File: config.mk
export PLATFORM = sky130hd
export DESIGN_NAME = pio_debounce_irq
export DESIGN_NICKNAME = d
export VERILOG_FILES = /design/src/rtl/pio_pkg.sv /design/src/rtl/pio_debounce_bit.sv /design/src/rtl/pio_debounce_irq.sv
export SDC_FILE = /design/constraint.sdc
export NUM_CORES = 1
export LEC_CHECK = 0
export ABC_AREA = 1
export CAP_MARGIN = 20
export CORE_MARGIN = 1
export CORE_UTILIZATION = 54
export CTS_CLUSTER_DIAMETER = 80
export DETAILED_ROUTE_END_ITERATION = 7
export GPL_ROUTABILITY_DRIVEN = 0
export PLACE_DENSITY = 0.89
export SYNTH_ARGS = -nofsm -noshare
export SYNTH_HDL_FRONTEND = slang
export SYNTH_SLANG_ARGS = --single-unit
File: constraint.sdc
create_clock -name clk_clk -period 8.9 [get_ports clk_clk]
set_input_delay 1.78 -clock clk_clk [delete_from_list [all_inputs] [get_ports clk_clk]]
set_output_delay 1.78 -clock clk_clk [all_outputs]
set_load 0.005 [all_outputs]
File: src/rtl/pio_pkg.sv
// rtl/pio_pkg.sv - shared constants and helpers for the debounced PIO peripheral
//
// Purpose: register word addresses and the counter-width helper used by
//          pio_debounce_irq and pio_debounce_bit.
// Ports:   none (package).

package pio_pkg;

    localparam logic [1:0] ADDR_DATA    = 2'd0;
    localparam logic [1:0] ADDR_IRQMASK = 2'd1;
    localparam logic [1:0] ADDR_EDGECAP = 2'd2;
    localparam logic [1:0] ADDR_EDGESEL = 2'd3;

    // Ceiling log2; clog2(1) = 0, clog2(4) = 2, clog2(50000) = 16.
    function automatic int clog2(input int value);
        int result;
        int remaining;
        result    = 0;
        remaining = value - 1;
        while (remaining > 0) begin
            result    = result + 1;
            remaining = remaining >> 1;
        end
        return result;
    endfunction

endpackage

File: src/rtl/pio_debounce_bit.sv
// rtl/pio_debounce_bit.sv - one-bit synchroniser and debouncer
//
// Purpose: brings one asynchronous pin into the clock domain through two
//          flops, then accepts a new level only after it has disagreed with
//          the accepted level for DEBOUNCE_CYCLES consecutive cycles.
// Ports:
//   i_clk     in   system clock
//   i_rst     in   asynchronous active-high reset
//   i_din     in   raw asynchronous pin
//   o_stable  out  debounced level
//   o_chg     out  high for the cycle whose rising edge toggles o_stable

module pio_debounce_bit
    import pio_pkg::*;
#(
    parameter int   DEBOUNCE_CYCLES = 50000,
    parameter logic RESET_VAL       = 1'b1
) (
    input  logic i_clk,
    input  logic i_rst,
    input  logic i_din,
    output logic o_stable,
    output logic o_chg
);

    localparam int            CW       = clog2(DEBOUNCE_CYCLES) + 1;
    localparam logic [CW-1:0] CNT_LAST = CW'(DEBOUNCE_CYCLES - 1);

    logic          r_sync1;
    logic          r_sync2;
    logic          r_stable;
    logic [CW-1:0] r_cnt;

    logic          w_differ;
    logic          w_accept;

    assign w_differ = (r_sync2 != r_stable);
    // Combinational so the caller sees the change on the same edge stable flips.
    assign w_accept = w_differ && (r_cnt == CNT_LAST);

    always_ff @(posedge i_clk or posedge i_rst) begin
        if (i_rst) begin
            r_sync1  <= RESET_VAL;
            r_sync2  <= RESET_VAL;
            r_stable <= RESET_VAL;
            r_cnt    <= '0;
        end else begin
            r_sync1 <= i_din;
            r_sync2 <= r_sync1;
            if (w_accept) begin
                r_stable <= ~r_stable;
                r_cnt    <= '0;
            end else if (w_differ) begin
                r_cnt <= r_cnt + CW'(1);
            end else begin
                r_cnt <= '0;
            end
        end
    end

    assign o_stable = r_stable;
    assign o_chg    = w_accept;

endmodule

File: src/rtl/pio_debounce_irq.sv
// rtl/pio_debounce_irq.sv - Avalon-MM PIO with debounced inputs, edge capture and irq
//
// Purpose: debounces IN_WIDTH input pins, captures a selectable edge per bit,
//          raises a masked level interrupt and drives an OUT_WIDTH output port.
// Ports:
//   clk_clk      in   system clock
//   reset_reset  in   asynchronous active-high reset
//   address      in   register word address (DATA, IRQMASK, EDGECAP, EDGESEL)
//   read/write   in   bus strobes, no waitrequest
//   writedata    in   write data
//   readdata     out  registered read data, latency 1
//   irq          out  |(EDGECAP & IRQMASK)
//   in_port      in   asynchronous input pins
//   out_port     out  output register

module pio_debounce_irq
    import pio_pkg::*;
#(
    parameter int                  IN_WIDTH        = 10,
    parameter int                  OUT_WIDTH       = 9,
    parameter int                  DEBOUNCE_CYCLES = 50000,
    parameter logic [IN_WIDTH-1:0] IN_RESET_VALUE  = {IN_WIDTH{1'b1}}
) (
    input  logic                 clk_clk,
    input  logic                 reset_reset,
    input  logic [1:0]           address,
    input  logic                 read,
    input  logic                 write,
    input  logic [31:0]          writedata,
    output logic [31:0]          readdata,
    output logic                 irq,
    input  logic [IN_WIDTH-1:0]  in_port,
    output logic [OUT_WIDTH-1:0] out_port
);

    logic [IN_WIDTH-1:0]  w_stable;
    logic [IN_WIDTH-1:0]  w_chg;
    logic [IN_WIDTH-1:0]  w_capture;
    logic [IN_WIDTH-1:0]  w_cap_clr;
    logic [31:0]          w_rd_mux;
    logic                 w_unused;

    logic [IN_WIDTH-1:0]  r_irqmask;
    logic [IN_WIDTH-1:0]  r_edgecap;
    logic [IN_WIDTH-1:0]  r_edgesel;
    logic [OUT_WIDTH-1:0] r_out;
    logic [31:0]          r_readdata;

    for (genvar g = 0; g < IN_WIDTH; g++) begin : g_bit
        pio_debounce_bit #(
            .DEBOUNCE_CYCLES (DEBOUNCE_CYCLES),
            .RESET_VAL       (IN_RESET_VALUE[g])
        ) u_bit (
            .i_clk    (clk_clk),
            .i_rst    (reset_reset),
            .i_din    (in_port[g]),
            .o_stable (w_stable[g]),
            .o_chg    (w_chg[g])
        );
    end

    // w_stable is still the old level while chg is high, so the new level is
    // its complement: rising (sel 0) needs old 0, falling (sel 1) needs old 1.
    assign w_capture = w_chg & ~(w_stable ^ r_edgesel);
    assign w_cap_clr = (write && address == ADDR_EDGECAP) ? writedata[IN_WIDTH-1:0] : '0;

    always_comb begin
        w_rd_mux = '0;
        case (address)
            ADDR_DATA:    w_rd_mux = 32'(w_stable);
            ADDR_IRQMASK: w_rd_mux = 32'(r_irqmask);
            ADDR_EDGECAP: w_rd_mux = 32'(r_edgecap);
            ADDR_EDGESEL: w_rd_mux = 32'(r_edgesel);
            default:      w_rd_mux = '0;
        endcase
    end

    always_ff @(posedge clk_clk or posedge reset_reset) begin
        if (reset_reset) begin
            r_irqmask  <= '0;
            r_edgecap  <= '0;
            r_edgesel  <= '0;
            r_out      <= '0;
            r_readdata <= '0;
        end else begin
            if (read) begin
                r_readdata <= w_rd_mux;
            end
            if (write && address == ADDR_DATA) begin
                r_out <= writedata[OUT_WIDTH-1:0];
            end
            if (write && address == ADDR_IRQMASK) begin
                r_irqmask <= writedata[IN_WIDTH-1:0];
            end
            if (write && address == ADDR_EDGESEL) begin
                r_edgesel <= writedata[IN_WIDTH-1:0];
            end
            // Capture is OR'd in after the clear so a coincident edge survives.
            r_edgecap <= (r_edgecap & ~w_cap_clr) | w_capture;
        end
    end

    assign w_unused = ^writedata;

    assign readdata = r_readdata;
    assign out_port = r_out;
    assign irq      = |(r_edgecap & r_irqmask);

endmodule

### Yosys cells after proc, flatten, opt, wreduce, memory -nomap -nowiden

Index checks and enable logic that the tools add are counted.

* add/subtract/negate cells: 10
* bitwise logic cells: 17
* equal/unequal tests: 23
* muxes and demuxes: 22
* reduce and logical (&&, ||, !) cells: 16

Operators with widths (number)
* $mux W17: 20
* $add A17 B1 Y17 const B: 10
* $eq A17 B16 Y1 const B: 10
* $pmux W32 S4: 1
* $and A10 B10 Y10: 3
* $not A10 Y10: 2
* $logic_and A1 B1 Y1: 14
* $mux W10: 1
* $ne A1 B1 Y1: 10
* $not A1 Y1: 10
* $or A10 B10 Y10: 1
* $reduce_or A10 Y1: 1
* $xor A10 B10 Y10: 1
* $eq A2 B2 Y1 const B: 2
* $eq A2 B1 Y1 const B: 1
* $logic_not A2 Y1: 1

* bits in registers: 271

### Logic depth before layout (Yosys ltp)

Gate-level depths: netlist (run 1).

* depth in word-level cells: 6
* mapped depth: 9

### Cells and area by module

A second synthesis (run 1) with hierarchy kept.

* cell total of the unflattened synthesis: 1758
* area, all modules: 13412.9 um2

By module, submodules not included
* pio_debounce_bit: area each 1086.0 um2, seq. area each 504.2 um2, times used 10, cells an instance 144
* pio_debounce_irq: area each 2552.4 um2, seq. area each 1226.2 um2, times used 1, cells an instance 318

### Least setup slack after synthesis (run 1)

No wires, ideal clock.

* kind: register to output
* start point: register r_edgecap[8]
* end point: output port irq
* data required time: 7.120 ns
* arrival time: 0.778 ns
* cell stages (with the launch flop): 4
* slack: 6.342 ns
* cells stage by stage: dfrtp_1 -> a22o_1 -> nor3_1 -> nand2_1

* word-level cells in the longest chain between the ends: 2

RTL lines
* start, declared: line pio_debounce_irq.sv:44 `logic [IN_WIDTH-1:0] r_edgecap;`
* start signal, assigned: line pio_debounce_irq.sv:99 `r_edgecap <= (r_edgecap & ~w_cap_clr) | w_capture;`
* $and A10 B10 Y10: line pio_debounce_irq.sv:107 `assign irq = |(r_edgecap & r_irqmask);`
* $reduce_or A10 Y1: line pio_debounce_irq.sv:107
* end, declared: line pio_debounce_irq.sv:31 `output logic irq,`

Every way passes these cells.

### Final worst setup path (run 1)

Ends and elaborated chain as after synthesis.

==> results of run 1 <==
## metrics by stage
stage | setup WS, ns | hold WS [ns]
2_1_floorplan | 0.326 | 0.345
3_3_place_gp | 5.03 | 0.346
3_5_place_dp | 4.92 | 0.347
4_1_cts | 5.16 | 0.354
5_1_grt | 5.12 | 0.357
6_report | 5.18 | 0.353
## worst max-delay path, cell delays in order, from the launching register on
cell and delay (ns):
dfrtp_1 0.41, a22o_1 0.25, nor3_1 0.14, nand2_1 0.14, clkdlybuf4s50_1 0.47
## sequential cells by signal (all words and copies together) (netlist names)
name / count
g_bit.u_bit.r_cnt: 170
g_bit.u_bit.o_stable: 10
g_bit.u_bit.r_sync1: 10
g_bit.u_bit.r_sync2: 10
r_edgecap: 10
r_edgesel: 10
r_irqmask: 10
readdata: 10
out_port: 9
## where the power goes
group	internal (mW)	total, mW	switching (mW)
registers	1.18	1.22	0.0423
clock network	0.736	1.20	0.467
logic	0.0685	0.171	0.103
total	1.99	2.60	0.612
## cell usage in the layout, fill, tap and decap left out, types with 2 or more instances in the layout
cell type        instances
nand2_1                459
nor2_1                 304
dfrtp_1                219
inv_1                  193
nand3_1                108
nor2_2                  74
o21ai_0                 55
xor2_1                  55
o21ai_1                 45
clkdlybuf4s50_1         45
nand2_2                 40
nand4_1                 35
dfstp_2                 30
clkbuf_16               27
nand2_4                 22
conb_1                  22
inv_2                   20
nor2_4                  14
nand3_2                 12
nor3_1                  10
ha_1                    10
o21bai_1                 7
a21oi_1                  5
nor3b_1                  5
bufinv_16                5
clkinvlp_4               5
clkbuf_8                 4
clkinv_2                 4
clkbuf_1                 3
clkinv_1                 2
a22o_1                   2
buf_4                    2
## metal layers
metal / vias to the layer above / track usage, % / share of wire, %
met3: 76 / 3.30 / 5.8
li1: 5570 / - / -
met1: 5385 / 30.9 / 42
met4: 0 / 8.96 / 3.5
met2: 362 / 39.9 / 49
met5: - / 0 / 0
## area by class of cell
class	count	area (sq um)	share of cell area (%)
Antenna cell	1	2.50	0.0165
Clock buffer	34	742	4.88
Clock inverter	15	216	1.42
Inverter	216	818	5.38
Multi-Input combinational cell	1288	6290	41.4
Sequential cell	249	6270	41.2
Tap cell	324	405	2.67
Timing Repair Buffer	47	465	3.06
## worst min-delay path by stage
| stage | start | to | depth (start not counted) |
|---|---|---|---|
| final | g_bit[3].u_bit.r_sync1 | g_bit[3].u_bit.r_sync2 | 0 |
| after global routing | g_bit[5].u_bit.r_sync1 | g_bit[5].u_bit.r_sync2 | 0 |
| after CTS | g_bit[3].u_bit.r_sync1 | g_bit[3].u_bit.r_sync2 | 0 |
| after detailed placement | g_bit[4].u_bit.r_sync1 | g_bit[4].u_bit.r_sync2 | 0 |
| after global placement | g_bit[4].u_bit.r_sync1 | g_bit[4].u_bit.r_sync2 | 0 |
| after floorplan | g_bit[0].u_bit.r_sync1 | g_bit[0].u_bit.r_sync2 | 0 |
## cells by family after synthesis
group                    Yosys count  synth area share (%)
AND/OR/NAND/NOR                 1085                  36.9
buffers and inverters            249                  7.62
flip-flops                       249                  46.4
AO/OA/AOI/OAI                    116                  4.56
XOR/XNOR                          55                  3.57
adder cells (fa/ha/maj)           10                 0.926
other                              1                0.0278
==> impl_results.md, run 1 <==
* TritonCTS buffer count at 27
* Drt total wl at 29.8 mm
* Slew @ Worst Pin at 0.901 ns
* Worst R2R Path Depth at 6
* Yosys reg bits at 249
* Net total in the final layout at 1887
* Cell Area, Placed at 14200 sq um
* Fin area at 15200 sq um
* Max Cap Viol at 0
* Top-count cell post-synth: nand2_1
* Vias in the first global route at 10900
* # hold bufs at CTS at 0
* Slew Viols, Final at 0
* IO buf count at 45
* Synth area leaders: dfrtp_1, nand2_1, nor2_1
* CP Launch Point: r_edgecap[8]
* Final Core Density at 62.2%
* Placed instance count at 2124
* Initial Util at 55.2%
* Period utilization at 41.8%
* Worst clock skew at 0.0104 ns
* Core Area at 24500 sq um
* Max-Slew Margin vs Limit at 40.0%
* Global route total overflow at 0
* Final min period at 3.72 ns
* Final non-filler cell total at 2174
* Via count at 11400
* WL/cell at 13.7 um
* Syn Area/Cell at 7.66 sq um
* Vias per cell at 5.24
* Setup TNS at 0 ns
* P&R area growth vs syn at 12.6%
* Ys flop type: dfrtp_1
* Die Area at 25700 sq um
* Filler cell count at 1962
* Data arrival, critical path at 1.94 ns
* Mapped Area at 13500 sq um
* Hold/Removal Path Class: reg -> reg
* Root buf cell: clkbuf_16
* Pwr per Cell Area at 171 nW/um^2
* Layout cells sized above 1 at 14.3%
* Top post-synthesis cells by count: nand2_1, nor2_1, dfrtp_1
* Global-route wire length before repair at 50.5 mm
* Post-CTS Resized at 0
* Worst Setup End Kind: output port
* Static Leak at 6.62 nW
* Req. time, crit path at 7.12 ns
* Final Setup Violations at 0
* Worst reg2reg path startpoint: g_bit[3].u_bit.r_cnt[0]
* TritonRoute pass-1 iters at 7
* RSZ-0062 raised after global routing: no
* DP HPWL at 20.6 mm
* VDD IR max at 0.161 mV
* Max Root-Sink Buffers at 3
* Largest fanout on the critical path at 3
* Chip Width at 160 um
* Sequential fraction of the synthesis area at 46.4%
* Crit path capture: irq
* Largest net degree at the start of global routing at 134
* Core Rows at 57
* Syn Inst Count at 1765
* Startpoint Class: flip-flop
* Pwr Total at 2.60 mW
* H-tree level count at 1
* Clk pin slew, worst setup/hold paths at 0.06 ns
* # DRC at 0
* Post-synth top area share at 40.6%
* IO Pins at 90
* Clock Sinks at 249
* Outcome: finished clean
* Asr flop ratio synth at 100%
* Post-CTS setup buffer count at 0
* F_max at 0.269 GHz
* 1st-iter DRT viols at 782
* Post-synth EDFFs at 0
* Final hold violations at 0
* R2R setup slack at 7.30 ns
* Die Span Y at 160 um
* Distinct cells, synth at 32
* CTS tree: built
* Clock latency on the worst-skew pair at 0.53 ns
* Yosys warnings at 0
* GRT Overall Usage at 23.6%
* Top cell type by total area after synthesis: dfrtp_1
* CP Class: reg -> out
* FF-to-FF End: g_bit[3].u_bit.r_cnt[14]
* Antenna-violating nets left at 0
* Antenna violations before repair at 0
(Power assumes the default switching activity.)
==> run 2, diff against run 1 <==
==> constraint.sdc (replaced) <==
create_clock -name clk_clk -period 3.3 [get_ports clk_clk]
set_input_delay 0.66 -clock clk_clk [delete_from_list [all_inputs] [get_ports clk_clk]]
set_output_delay 0.66 -clock clk_clk [all_outputs]
set_load 0.005 [all_outputs]
==> run 2 against run 1 <==
  * Clock-buffer cell count increased by 4
  * Global-route usage decreased by 0.52 points
  * Power rose to 2.6 times the previous value
  * Clock power grew to 2.5 times the previous value
  * Non-clock buffer count up 4
  * Largest power group unchanged
  * Highest routed layer unchanged
==> impl_results.md, run 2 (synthesized netlist as in run 1, its figures left out) <==
* Final hold violations at 0 (unchanged)
* Die Span Y at 160 um (unchanged)
* # DRC at 0 (unchanged)
* TritonCTS buffer count at 28 (+3.7%)
* Worst R2R Path Depth at 6 (unchanged)
* Vias per cell at 5.20 (-0.85%)
* RSZ-0062 raised after global routing: no
* Pwr per Cell Area at 444 nW/um^2 (+160%)
* Die Area at 25700 sq um (unchanged)
* GRT Overall Usage at 23.1% (-0.52 points)
* DP HPWL at 20.5 mm (-0.65%)
* Post-CTS Resized at 0 (unchanged)
* Largest net degree at the start of global routing at 98 (-27%)
* VDD IR max at 0.403 mV (+150%)
* CP max stage delay at 0.47 ns (about the same)
* Comb pwr share at 6.9% (+0.3 points)
* # hold bufs at CTS at 0 (unchanged)
* Largest fanout on the critical path at 3 (unchanged)
* Pint at 5.12 mW (+160%)
* Final min period at 2.62 ns
* Global route total overflow at 0 (unchanged)
* Hold WS at 0.352 ns (-0.000689 ns)
* Req. time, crit path at 2.64 ns (-4.48 ns)
* Global-route wire length before repair at 49.9 mm (-1.0%)
* Slew @ Worst Pin at 0.814 ns (-0.0868 ns)
* Antenna-violating nets left at 0 (unchanged)
* Clock latency on the worst-skew pair at 0.55 ns (+0.02 ns)
* NetSw at 1.65 mW (+170%)
* Outcome: finished clean
* Antenna violations before repair at 0 (unchanged)
* Max Root-Sink Buffers at 3 (unchanged)
* F_max at 0.382 GHz
* Setup TNS at 0 ns (unchanged)
* DRT met1 WL at 12.4 mm (-1.0%)
* Period utilization at 79.4%
* Critical path's slowest cell: clkdlybuf4s50_1
* WHS Path Cells at 0 (unchanged)
* Root buf cell: clkbuf_16
* Biggest register: g_bit.u_bit.r_cnt
* N_diodes at 0 (-1)
* Max FFs per register at 170 (unchanged)
* Post-CTS setup buffer count at 0 (unchanged)
* 1st-iter DRT viols at 940 (+20%)
* Startpoint Class: flip-flop
* Most common cell after layout, fill and taps aside: nand2_1
* Clk pin slew, worst setup/hold paths at 0.06 ns (about the same)
* Initial Util at 55.2% (unchanged)
* Slew Viols, Final at 0 (unchanged)
* Worst Setup End Kind: output port
* Sw Share at 24.3% (+0.78 points)
* Via count at 11300 (-0.58%)
* Sequential power share at 48.8% (+1.7 points)
* Data arrival, critical path at 1.96 ns (+0.02 ns)
* Clock Sinks at 249 (unchanged)
* IO Pins at 90 (unchanged)
* Placed instance count at 2128 (+0.19%)
* Min-Delay Endpoint: g_bit[2].u_bit.r_sync2
* Vias in the first global route at 11000 (+0.91%)
* Chip Width at 160 um (unchanged)
* Worst clock skew at 0.0156 ns (+0.00520 ns)
* WL/cell at 13.3 um (-2.5%)
* Drt total wl at 29.1 mm (-2.2%)
* IO buf count at 45 (unchanged)
* TritonRoute pass-1 iters at 6 (-1)
* Worst reg2reg path startpoint: g_bit[3].u_bit.r_cnt[0]
* CP Launch Point: r_edgecap[6]
* R2R setup slack at 1.77 ns (-5.53 ns)
* FF-to-FF End: g_bit[3].u_bit.r_cnt[15]
* Max-Slew Margin vs Limit at 45.6% (+5.6 points)
* Met2 routed WL at 14.3 mm (-1.3%)
* Part of the power in the clock network at 44.3% (-2.0 points)
* CP Class: reg -> out
* Static Leak at 6.64 nW (+0.28%)
* Final non-filler cell total at 2180 (+0.28%)
* Max Cap Viol at 0 (unchanged)
* Hold/Removal Path Class: reg -> reg
* Most frequent cells in the layout: nand2_1, nor2_1, dfrtp_1
* Top routing layer used: met4
* Core Rows at 57 (unchanged)
* P&R area growth vs syn at 12.7% (about the same)
* CTS tree: built
* Final Setup Violations at 0 (unchanged)
* Net total in the final layout at 1892 (+0.26%)
* Layout cells sized above 1 at 14.7% (+0.38 points)
* H-tree level count at 1 (unchanged)
* Met3 wire length at 1.60 mm (-7.4%)
* Cell-by-cell trace of the critical path: a22o_1, nor3_1, nand2_1, clkdlybuf4s50_1
* Core Area at 24500 sq um (unchanged)
* Hold path start: g_bit[2].u_bit.r_sync1
run 2: cell types whose count changed in the layout (fill, tap and decap cells not counted), moves of 3 or more:
cell | before | now
clkinv_2 | 4 | 9
bufinv_16 | 5 | 0
clkbuf_8 | 4 | 8
buf_12 | 0 | 3
run 2: power by group through the flow:
stage / registers, mW / clock network [mW] / logic (mW)
final: 3.30 / 3.00 / 0.465
after global routing: 3.31 / 3.19 / 0.525
after CTS: 3.30 / 3.05 / 0.472
after detailed placement: 3.35 / 0 / 0.465
after global placement: 3.34 / 0 / 0.448
after floorplan: 3.32 / 0 / 0.286
run 2: final cells by class:
class / count / area, sq um
Fill cell: 1956 / 9240
Multi-Input combinational cell: 1288 / 6290
Sequential cell: 249 / 6270
Clock buffer: 38 / 818
Inverter: 216 / 815
Timing Repair Buffer: 51 / 533
Tap cell: 324 / 405
Clock inverter: 14 / 91.3
run 2: stage by stage:
step                instance area [sq um]  utilization (%)  power, mW  setup slack [ns]
floorplan                           13600                -       3.61            -0.609
global placement                    14300             58.5       3.79             0.885
detailed placement                  14300             58.5       3.81             0.802
CTS                                 15200             62.2       6.82             0.685
global route                        15200             62.2       7.03             0.616
finish                              15200             62.2       6.76             0.679
run 2: how the worst max path moves through the flow:
stage	to	slack, ns	cells after the start
after floorplan	g_bit[0].u_bit.r_cnt[0]	-0.61	1
after global placement	r_irqmask[5]	0.89	7
after detailed placement	r_irqmask[7]	0.80	7
after CTS	irq	0.68	4
after global routing	irq	0.62	4
final	irq	0.68	4
run 2: critical path: cells and delay by family (launching register included):
kind | cells | cell delay [ns]
buffers and inverters | 1 | 0.47
flip-flops | 1 | 0.42
AND/OR/NAND/NOR | 2 | 0.28
AO/OA/AOI/OAI | 1 | 0.25
run 2: layer usage:
| layer | up-vias | global-route usage [%] |
|---|---|---|
| met4 | 0 | 7.19 |
| met3 | 66 | 3.27 |
| li1 | 5586 | - |
| met2 | 323 | 39.6 |
| met1 | 5352 | 30.2 |
| met5 | - | 0 |
